<file path="config.mk">
export PLATFORM = sky130hd
export DESIGN_NAME = flash_burst_splitter
export DESIGN_NICKNAME = d
export VERILOG_FILES = /design/src/rtl/flash_pkg.sv /design/src/rtl/flash_burst_splitter.sv
export SDC_FILE = /design/constraint.sdc
export NUM_CORES = 1
export LEC_CHECK = 0
export ABC_CLOCK_PERIOD_IN_PS = 2600
export CAP_MARGIN = 20
export CORE_MARGIN = 4
export CORE_UTILIZATION = 37
export DETAILED_ROUTE_END_ITERATION = 12
export PLACE_DENSITY = 0.91
export RECOVER_POWER = 100
export SYNTH_ARGS = -nofsm -noshare
export SYNTH_HDL_FRONTEND = slang
export SYNTH_SLANG_ARGS = --single-unit
</file>
<file path="constraint.sdc">
create_clock -name fctrl_clock_i -period 2.6 [get_ports fctrl_clock_i]
set_clock_uncertainty 0.2 [all_clocks]
set_input_delay 0.52 -clock fctrl_clock_i [delete_from_list [all_inputs] [get_ports fctrl_clock_i]]
set_output_delay 0.52 -clock fctrl_clock_i [all_outputs]
set_load 0.01 [all_outputs]
</file>
<file path="src/rtl/flash_pkg.sv">
// flash_pkg: FSM states, TileLink opcodes and beat-count helper for the burst splitter (DENY exists only with FLASH_BURST_ALIGN_CHECK_EN)
package flash_pkg;
  typedef enum logic [1:0] {
    IDLE,
    ISSUE,
    WAIT
`ifdef FLASH_BURST_ALIGN_CHECK_EN
    , DENY
`endif
  } state_e;
  localparam logic [2:0] ACCESS_ACK_DATA = 3'd1;
  localparam logic [2:0] GET = 3'd4;
  function automatic logic [15:0] beat_count(logic [3:0] size, logic [3:0] max_size);
    logic [3:0] s;
    s = (size > max_size) ? max_size : size;
    return (s < 4'd2) ? 16'd1 : 16'd1 << (s - 4'd2);
  endfunction
endpackage

</file>
<file path="src/rtl/flash_burst_splitter.sv">
// flash_burst_splitter: splits one TL-UL Get burst into serial 4-byte flash Gets; FLASH_BURST_ALIGN_CHECK_EN denies misaligned bursts
module flash_burst_splitter
  import flash_pkg::*;
#(
  parameter int TL_RS = 4,
  parameter int MAX_SIZE = 6
) (
  input  logic             fctrl_clock_i,
  input  logic             fctrl_reset_i,
  input  logic [3:0]       burst_a_size,
  input  logic [TL_RS-1:0] burst_a_source,
  input  logic [23:0]      burst_a_address,
  input  logic             burst_a_valid,
  output logic             burst_a_ready,
  output logic [2:0]       burst_d_opcode,
  output logic [1:0]       burst_d_param,
  output logic [3:0]       burst_d_size,
  output logic [TL_RS-1:0] burst_d_source,
  output logic             burst_d_denied,
  output logic [31:0]      burst_d_data,
  output logic             burst_d_corrupt,
  output logic             burst_d_valid,
  input  logic             burst_d_ready,
  output logic [3:0]       fctrl_a_size,
  output logic [TL_RS-1:0] fctrl_a_source,
  output logic [23:0]      fctrl_a_address,
  output logic             fctrl_a_valid,
  input  logic             fctrl_a_ready,
  input  logic [2:0]       fctrl_d_opcode,
  input  logic [1:0]       fctrl_d_param,
  input  logic [3:0]       fctrl_d_size,
  input  logic [TL_RS-1:0] fctrl_d_source,
  input  logic             fctrl_d_denied,
  input  logic [31:0]      fctrl_d_data,
  input  logic             fctrl_d_corrupt,
  input  logic             fctrl_d_valid,
  output logic             fctrl_d_ready
);
  localparam int KW = MAX_SIZE - 1;
  state_e state_q, state_d;
  logic [TL_RS-1:0] src_q, src_d;
  logic [3:0] size_q, size_d;
  logic [23:0] addr_q, addr_d, mask;
  logic [KW-1:0] k_q, k_d, last;
  logic unused_d_fields;
  assign unused_d_fields = ^{fctrl_d_size, fctrl_d_source};
  always_comb begin
    state_d = state_q;
    src_d = src_q;
    size_d = size_q;
    addr_d = addr_q;
    k_d = k_q;
    mask = (burst_a_size >= 4'd2) ? ~(24'hFFFFFF << burst_a_size) : 24'h0;
    last = KW'(beat_count(size_q, 4'(MAX_SIZE)) - 16'd1);
    burst_a_ready = 1'b0;
    fctrl_a_valid = 1'b0;
    fctrl_a_size = (size_q < 4'd2) ? size_q : 4'd2;
    fctrl_a_source = src_q;
    fctrl_a_address = addr_q + 24'({k_q, 2'b00});
    fctrl_d_ready = 1'b0;
    burst_d_valid = 1'b0;
    burst_d_opcode = fctrl_d_opcode;
    burst_d_param = fctrl_d_param;
    burst_d_size = size_q;
    burst_d_source = src_q;
    burst_d_denied = fctrl_d_denied;
    burst_d_data = fctrl_d_data;
    burst_d_corrupt = fctrl_d_corrupt;
    case (state_q)
      IDLE: begin
        burst_a_ready = 1'b1;
        fctrl_d_ready = 1'b1;
        if (burst_a_valid) begin
          src_d = burst_a_source;
          size_d = burst_a_size;
          addr_d = burst_a_address & ~mask;
          k_d = '0;
`ifdef FLASH_BURST_ALIGN_CHECK_EN
          state_d = |(burst_a_address & mask) ? DENY : ISSUE;
`else
          state_d = ISSUE;
`endif
        end
      end
      ISSUE: begin
        fctrl_a_valid = 1'b1;
        state_d = fctrl_a_ready ? WAIT : ISSUE;
      end
      WAIT: begin
        burst_d_valid = fctrl_d_valid;
        fctrl_d_ready = burst_d_ready;
        if (fctrl_d_valid && burst_d_ready) begin
          k_d = k_q + KW'(1);
          state_d = (k_q == last) ? IDLE : ISSUE;
        end
      end
`ifdef FLASH_BURST_ALIGN_CHECK_EN
      DENY: begin
        burst_d_valid = 1'b1;
        burst_d_opcode = ACCESS_ACK_DATA;
        burst_d_param = 2'd0;
        burst_d_denied = 1'b1;
        burst_d_data = 32'd0;
        burst_d_corrupt = 1'b1;
        if (burst_d_ready) begin
          k_d = k_q + KW'(1);
          state_d = (k_q == last) ? IDLE : DENY;
        end
      end
`endif
      default: ;
    endcase
    // handshakes stay closed during reset whatever the pre-reset state was
    if (fctrl_reset_i) begin
      burst_a_ready = 1'b0;
      fctrl_a_valid = 1'b0;
      burst_d_valid = 1'b0;
      fctrl_d_ready = 1'b0;
    end
  end
  always_ff @(posedge fctrl_clock_i) begin
    if (fctrl_reset_i) begin
      state_q <= IDLE;
      src_q <= '0;
      size_q <= '0;
      addr_q <= '0;
      k_q <= '0;
    end else begin
      state_q <= state_d;
      src_q <= src_d;
      size_q <= size_d;
      addr_q <= addr_d;
      k_q <= k_d;
    end
  end
endmodule

</file>
# Yosys cells after proc, flatten, opt, wreduce, memory -nomap -nowiden

Cells that the tools add are included.

Register bits after elaboration: 39
Bits of input ports: 85
Logic and storage cells: 50

Multiplexer cells: 20
Shift-type cells: 2
Bitwise operators: 3
Add/subtract/negate cells: 4
Magnitude comparators: 4
Reduce and logical (&&, ||, !) cells: 7
Equality and inequality tests: 5

Operator list:

| operator                | number |
|---|---|
| $not A24 Y24            | 2 |
| $add A24 B7 Y24         | 1 |
| $and A24 B24 Y24        | 1 |
| $mux W24                | 1 |
| $shl A24 B4 Y24 const A | 1 |
| $mux W5                 | 3 |
| $pmux W5 S2             | 1 |
| $lt A4 B2 Y1 const B    | 2 |
| $mux W1                 | 8 |
| $mux W4                 | 2 |
| $mux W2                 | 3 |
| $pmux W2 S3             | 1 |
| $reduce_and A3 Y1       | 2 |
| $add A5 B1 Y5 const B   | 1 |
| $eq A5 B5 Y1            | 1 |
| $shl A1 B4 Y5 const A   | 1 |
| $sub A5 B1 Y5 const B   | 1 |
| $ge A4 B2 Y1 const B    | 1 |
| $gt A4 B3 Y1 const B    | 1 |
| $ne A2 B2 Y1 const B    | 2 |
| $sub A4 B2 Y4 const B   | 1 |
| $reduce_bool A3 Y1      | 1 |
| $eq A2 B1 Y1 const B    | 1 |
| $eq A2 B2 Y1 const B    | 1 |
| other kinds (5)         | 5 |

# Logic depth before layout (Yosys ltp)

Gate-level depths: netlist of run 1.

Depth after elaboration: 10
Gate-level depth with buffers: 8

# Worst setup path after synthesis of run 1

Ideal clock, no wire load.

Kind: reg-to-output
From: register k_q[0]
To: output fctrl_a_address[14]
Setup slack: -15 ps
Data required time: 1880 ps
Path buffers: 0
Stages on the path, launching flop included: 9
Arrival: 1895 ps
Cell sequence: dfxtp_1 > ha_1 > inv_1 > fa_1 > nor2b_1 > o21ai_1 > a21oi_2 > and3_1 > xor2_1

Word-level cells in the longest chain between the ends: 1

RTL lines:

| item                   | line                        | RTL |
|---|---|---|
| from (decl)            | flash_burst_splitter.sv:44  | `logic [KW-1:0] k_q, k_d, last;` |
| from (signal assigned) | flash_burst_splitter.sv:133 | `k_q <= k_d;` |
| $add A24 B7 Y24        | flash_burst_splitter.sv:59  | `fctrl_a_address = addr_q + 24'({k_q, 2'b00});` |
| to (decl)              | flash_burst_splitter.sv:26  | `output logic [23:0] fctrl_a_address,` |

Every way passes these cells.

# Worst setup path in the final report of run 1

From: register addr_q[2]
To: output fctrl_a_address[18]

Word-level cells in the longest chain between the ends: 1

RTL lines:

| item                   | line                        | RTL |
|---|---|---|
| from (decl)            | flash_burst_splitter.sv:43  | `logic [23:0] addr_q, addr_d, mask;` |
| from (signal assigned) | flash_burst_splitter.sv:132 | `addr_q <= addr_d;` |
| $add A24 B7 Y24        | flash_burst_splitter.sv:59  |  |

Every way passes these cells.

==> summary.md, run 1 <==
| Metric | Value |
|---|---|
| Layout Cells excl Fill | 500 |
| Synthesized area | about 2700 µm² |
| Initial Util | 38.6% |
| WHS | about 270 ps |
| Worst-Margin Slew | approximately 750 ps |
| Commonest non-fill, non-tap cell in the layout | nand2_1 |
| Setup ws final | -242 ps |
| DR vias/cell | between 5 and 6 |
| Antenna-violating nets left | 0 |
| Area grow syn2layout | 39.3% |
| Pleak | ~1.6 nW |
| Min Tclk post-route | 2840 ps |
| Worst skew pair latency | approximately 290 ps |
| Sequential-to-total area share from yosys stat | between 20% and 30% |
| Post-synth EDFFs | 0 |
| Gr usage total | between 10% and 20% |
| Crit-path max FO | 7 |
| Die X | a little over 90 µm |
| Share of layout cells above drive strength 1 | between 20% and 30% |
| Arrival @ worst endpoint | ~2100 ps |
| Syn_area_per_cell | 7.94 µm² |
| Die area | ~8600 µm² |
| Final net count | 500 |
| Top cells by area, synth | dfxtp_1 (29%), buf_4 (13%), nand2_1 (8.1%), xnor2_1 (5.6%), a21oi_1 (5.5%) |
| TritonCTS clock tree | built |
| Initial DRT Pass Iterations | 4 |
| Slowest stage delay, CP | roughly 360 ps |
| TritonCTS Buffers | 5 |
| Total grt overflow | 0 |
| Worst r2r src | burst_d_size[3] |
| CP bufs+invs | 4 |
| CTS hold repair buffers | 0 |
| Critical path capture point type | output pin |
| Die height | between 90 and 100 µm |
| Commonest non-fill, non-tap cells in the layout | nand2_1 (52), clkdlybuf4s50_1 (43), dfxtp_1 (35), buf_4 (33), a21oi_1 (28) |
| Post-synth top area share | approximately 30% |
| Synthesized flop and latch total | 39 |
| Synth area leader | dfxtp_1 |
| Hold/Removal Path Class | reg -> reg |
| FF-to-FF path depth | 7 |
| Final HPWL DP | between 5000 and 6000 µm |
| CP Cell Sequence | ha_4 -> inv_2 -> fa_2 -> nor2b_2 -> o21ai_2 -> a21oi_2 -> buf_6 -> buf_4 -> nand2_4 -> xnor2_2 -> buf_2 |
| Pin count of the biggest net entering global routing | 24 |
| Max clock buf depth | 2 |
| Req. time, crit path | about 1900 ps |
| Critical path launch point type | register |
| Violated checks | setup timing |
| Cell variety after synth | 47 |
| Max_cap viols | 0 |
| CTS sink cnt | 39 |
| Max Slew Vio Count | 0 |
| GPL Wtd Cong | 0.836 |
| # DRC | 0 |
| First-pass GRT wire length | 11,500 µm |
| CTS Root Cell | clkbuf_8 |
| DR iter-0 viols | 74 |
| Wire per inst | 14.9 µm |
| Number of diodes | 0 |
| Endpoints failing hold | 0 |
| Initial antenna violation count | 0 |
| Slew margin rel. | roughly half |
| R2r setup slk | 300 ps |
| Post-Route WL | ~7400 µm |
| CTS H-tree lvls | 2 |
| Vias in the first global route | around 2,500 |
| Hold path endpoint | burst_d_source[3] |
| VDD IR-drop max | 0.275 mV |
| Row count | 30 |
| Worst R2R End | state_q[0] |
| Most used DFF post-synth | dfxtp_1 |
| Post-Syn Instances | ~330 |
| PwrDens | 449 nW/µm² |
| IO Port Bufs | slightly below 80 |
| Post-synth ARST share | 0% |
| I/O pins | about 170 |
| Outcome | complete, but fails checks |
| Placed Instances | between 400 and 500 |
| Hold path cells | 2 |
| WS Path Type | reg -> out |
| Worst path slowest cell | dfxtp_2 |
| Via Count | around 2,500 |
| Yosys warnings | 0 |
| CP delay by family, top | adder cells |
| Worst-path clk slew | 70 ps |
| RSZ-0062 raised after global routing | true |
| Tcrit/Tclk final | 109% |
| FMAX | 352 MHz |
| Setup violators final | 17 |
| Hold Path Origin | burst_d_source[3] |
| Core Region | ~6900 µm² |
[worst max path at each step]
stage	end	from	cells after the start	slack, ps
after floorplan	fctrl_a_address[14]	k_q[0]	8	20
after global placement	fctrl_a_address[16]	addr_q[2]	10	-410
after detailed placement	fctrl_a_address[16]	k_q[0]	10	-490
after CTS	fctrl_a_address[16]	addr_q[2]	10	-280
after global routing	fctrl_a_address[14]	addr_q[2]	10	-370
final	fctrl_a_address[18]	addr_q[2]	11	-240
[area by class of cell]
cell class	count	area (µm²)
fill	637	3180
multi-input combinational	226	1600
timing repair buffer	121	1030
sequential	39	788
tap	96	120
clock buffer	6	82.6
inverter	10	37.5
clock inverter	2	35.0
[where the power goes]
part | switching (mW) | total [mW] | internal [mW]
Combinational | 0.231 | 0.461 | 0.230
Sequential | 0.0402 | 0.675 | 0.635
Clock | 0.209 | 0.520 | 0.311
[tightest hold or removal path: stages (launching register included)]
cell     delay [ps]
dfxtp_1         320
nand2_1          50
a21oi_1          50
[routing by layer]
metal  track usage (%)  wire (µm)  share of wire, %
met5                 0          0                 0
met4              4.52        144               1.9
met3              4.22        566               7.6
met2              28.8       3750                50
met1              19.6       2980                40
[cell usage after synthesis, types with 2 or more instances]
cell and count:
nand2_1 57, buf_4 47, dfxtp_1 39, a21oi_1 29, nor2_1 17, xnor2_1 17
ha_1 11, inv_1 10, clkbuf_1 8, xor2_1 8, nand4_1 7, nor3_1 7
o211ai_1 6, a22o_1 5, a32o_1 5, and3_1 5, nand3_1 5, o21ai_0 5
buf_2 4, nor2b_1 4, o21ai_1 4, and4_1 3, nand2b_1 3, and2_1 2
nor2_2 2, nor3_4 2, o21a_1 2
[state kept, by name, summed over array words and instances, names as in the netlist]
register and count:
state_q 2, k_q 5, burst_d_size 4, burst_d_source 4, addr_q 24
[stage by stage]
stage | util, % | TNS, ps | setup WS (ps) | instance area [µm²] | total power [mW]
finish | 53.8 | -2200 | -242 | 3690 | 1.66
global placement | 49.7 | -4360 | -407 | 3410 | 1.16
detailed placement | 49.7 | -5230 | -486 | 3410 | 1.18
global route | 53.8 | -4130 | -366 | 3690 | 1.76
CTS | 51.9 | -2230 | -276 | 3570 | 1.69
floorplan | - | 0 | 16.8 | 2670 | 1.01
[cell families (layout without fill, tap and decap cells)]
family | after synthesis | count (layout) | share of synthesized area (%)
and+or+nand+nor | 118 | 118 | 21.8
buffers and inverters | 70 | 139 | 17.0
AOI/OAI and AO/OA | 67 | 67 | 16.6
DFF | 39 | 39 | 29.4
xor gates and xnor gates | 25 | 25 | 8.26
adders and majority gates | 12 | 12 | 5.95
muxes | 2 | 2 | 0.802
other | 1 | 2 | 0.141
[timing repair]
action / 4_1_cts / 5_1_grt
setup endpoints to repair: 21 / 20
pin swaps: 8 / 22
gates resized for setup: 84 / 39
setup buffers: 5 / 4
(Power assumes the default switching activity.)
==> run 2: changes to the inputs <==
--- a/config.mk
+++ b/config.mk
@@ -9,6 +9,7 @@
 export CAP_MARGIN = 20
 export CORE_MARGIN = 4
 export CORE_UTILIZATION = 37
+export CTS_BUF_LIST = sky130_fd_sc_hd__clkbuf_16
 export DETAILED_ROUTE_END_ITERATION = 12
 export PLACE_DENSITY = 0.91
 export RECOVER_POWER = 100
==> run 2 against run 1 <==
The flow still finishes with violations (setup timing). Utilization down 0.71 points. Critical path depth down 1. Critical endpoint is now fctrl_a_address[14]. Combinational power down 0.9%. Worst setup slack better by 30 ps. Clock power up 30%. Sequential power about the same. Count of clock-buffer cells in the layout down 1. Largest power group unchanged. Via count down 0.20%.
==> summary.md, run 2 (synthesized netlist as in run 1, its figures left out) <==
| Metric | Value |
|---|---|
| Largest register FFs | 24 |
| Worst r2r src | burst_d_size[3] |
| Via Count | between 2,000 and 3,000 |
| VDD IR-drop max | 0.290 mV |
| CTS sink cnt | 39 |
| Final HPWL DP | about 5500 µm |
| Worst-path clk slew | 60 ps |
| TritonCTS clock tree | built |
| Hold path cells | 2 |
| Area grow syn2layout | 37.4% |
| Pleak | 1.50 nW |
| Final net count | between 400 and 500 |
| Worst R2R End | state_q[0] |
| Gr usage total | 17.4% |
| DR iter-0 viols | 102 |
| Post-Route WL | about 7600 µm |
| Min Tclk post-route | roughly 2800 ps |
| GPL Wtd Cong | 0.836 |
| Die area | 8580 µm² |
| Setup crit start | k_q[0] |
| Outcome | complete, but fails checks |
| Req. time, crit path | about 1900 ps |
| Arrival @ worst endpoint | 2090 ps |
| Critical Path Sink | fctrl_a_address[14] |
| Setup ws final | -212 ps |
| Initial DRT Pass Iterations | 4 |
| Core Region | 6870 µm² |
| FMAX | 356 MHz |
| FF-to-FF path depth | 7 |
| Die height | ~93 µm |
| Clk pwr share | 37.4% |
| Wire per inst | about 15 µm |
| Initial Util | 38.6% |
| CTS H-tree lvls | 2 |
| R2r setup slk | around 300 ps |
| Tcrit/Tclk final | 108% |
| Vias in the first global route | roughly 2,500 |
| RSZ-0062 raised after global routing | true |
| Crit-path max FO | 7 |
| First-pass GRT wire length | approximately 12,000 µm |
| IO Port Bufs | 79 |
| Setup violators final | 16 |
| Seq pwr share | between 30% and 40% |
| DR vias/cell | 5.03 |
| Number of diodes | 0 |
| Comb pwr share | about a quarter |
| Worst skew pair latency | around 270 ps |
| Post-layout util | 53.0% |
| Pin count of the biggest net entering global routing | 24 |
| Critical path launch point type | register |
| PwrDens | about 500 nW/µm² |
| Commonest non-fill, non-tap cell in the layout | nand2_1 |
| Violated checks | setup timing |
| Hold/Removal Path Class | reg -> reg |
| TritonCTS Buffers | 5 |
| Max clock buf depth | 2 |
| WS Path Type | reg -> out |
| # DRC | 0 |
| Top reg by flops | addr_q |
| Die X | 92.7 µm |
| Max Slew Vio Count | 0 |
| Share of layout cells above drive strength 1 | between 20% and 30% |
| Design internal power | between 1 and 1.5 mW |
| Total grt overflow | 0 |
| Endpoints failing hold | 0 |
| Max_cap viols | 0 |
| CTS Root Cell | clkbuf_16 |
| Layout Cells excl Fill | approximately 500 |
| Largest registers | addr_q x24, k_q x5 |
| Critical path capture point type | output pin |
| Placed Instances | between 400 and 500 |
| Net Sw Frac | around 28% |
| Row count | 30 |
| Net switching power | 0.501 mW |
| I/O pins | 168 |
| Commonest non-fill, non-tap cells in the layout | nand2_1 (55), clkdlybuf4s50_1 (41), buf_4 (31), a21oi_1 (29), dfxtp_1 (29) |
| Initial antenna violation count | 0 |
| Slew margin rel. | 49.1% |
| Antenna-violating nets left | 0 |
| Worst-Margin Slew | 761 ps |
| CTS hold repair buffers | 0 |
## run 2: changes by cell type in the layout (fill, tap and decap cells not counted), sizes merged
cell and change:
clkdlybuf4s50 -2, dlygate4sd3 +3, dlymetal6s2s -1, clkinv +1
clkbuf +1, buf -5
## run 2: worst max-delay path, cell delays in order (launching register included)
cell and delay, ps:
dfxtp_2 360, ha_4 140, inv_2 30, fa_2 350, nor2b_2 130, o21ai_2 70
a21oi_2 150, buf_6 150, and3_4 190, xor2_2 120, buf_2 140
## run 2: worst min path at each step
| stage | from | endpoint | slack [ps] |
|---|---|---|---|
| after floorplan | addr_q[2] | addr_q[2] | 250 |
| after global placement | addr_q[23] | addr_q[23] | 260 |
| after detailed placement | addr_q[0] | addr_q[0] | 270 |
| after CTS | burst_d_source[0] | burst_d_source[0] | 280 |
| after global routing | burst_d_source[3] | burst_d_source[3] | 290 |
| final | burst_d_source[3] | burst_d_source[3] | 270 |
## run 2: area by class of cell
class,count,area [µm²]
Sequential cell,39,793
Multi-Input combinational cell,226,1540
Clock inverter,3,38.8
Tap cell,96,120
Inverter,10,37.5
Clock buffer,5,125
Timing Repair Buffer,118,992
Fill cell,633,3230
## run 2: timing repair
item                                   in CTS  in global routing
setup endpoints to repair                  20                 20
setup buffers                               5                  1
endpoints found under the hold margin       0                  0
resized for setup                         100                 12
pin swaps                                  16                 12
## run 2: layer usage
| layer | GRT usage (%) | part of all wire [%] | vias to the layer above |
|---|---|---|---|
| met1 | 20.2 | 40 | 1153 |
| met2 | 30.9 | 50 | 105 |
| met4 | 5.74 | 2.1 | 0 |
| li1 | - | - | 1218 |
| met5 | 0 | 0 | - |
| met3 | 4.63 | 7.6 | 24 |
## run 2: through the flow
step / setup TNS (ps) / instance area (µm²) / setup WS, ps / hold slack [ps] / power, mW
finish: -1550 / 3640 / -212 / 265 / 1.81
detailed placement: -5230 / 3410 / -486 / 266 / 1.18
floorplan: 0 / 2670 / 16.8 / 248 / 1.01
global route: -3290 / 3640 / -314 / 293 / 1.91
CTS: -2270 / 3650 / -305 / 275 / 1.85
global placement: -4360 / 3410 / -407 / 256 / 1.16
## run 2: power groups by stage
stage / logic [mW] / clock network [mW] / registers, mW
6_report: 0.457 / 0.677 / 0.678
5_1_grt: 0.508 / 0.717 / 0.683
4_1_cts: 0.477 / 0.692 / 0.676
3_5_place_dp: 0.491 / 0 / 0.687
3_3_place_gp: 0.479 / 0 / 0.684
2_1_floorplan: 0.325 / 0 / 0.685
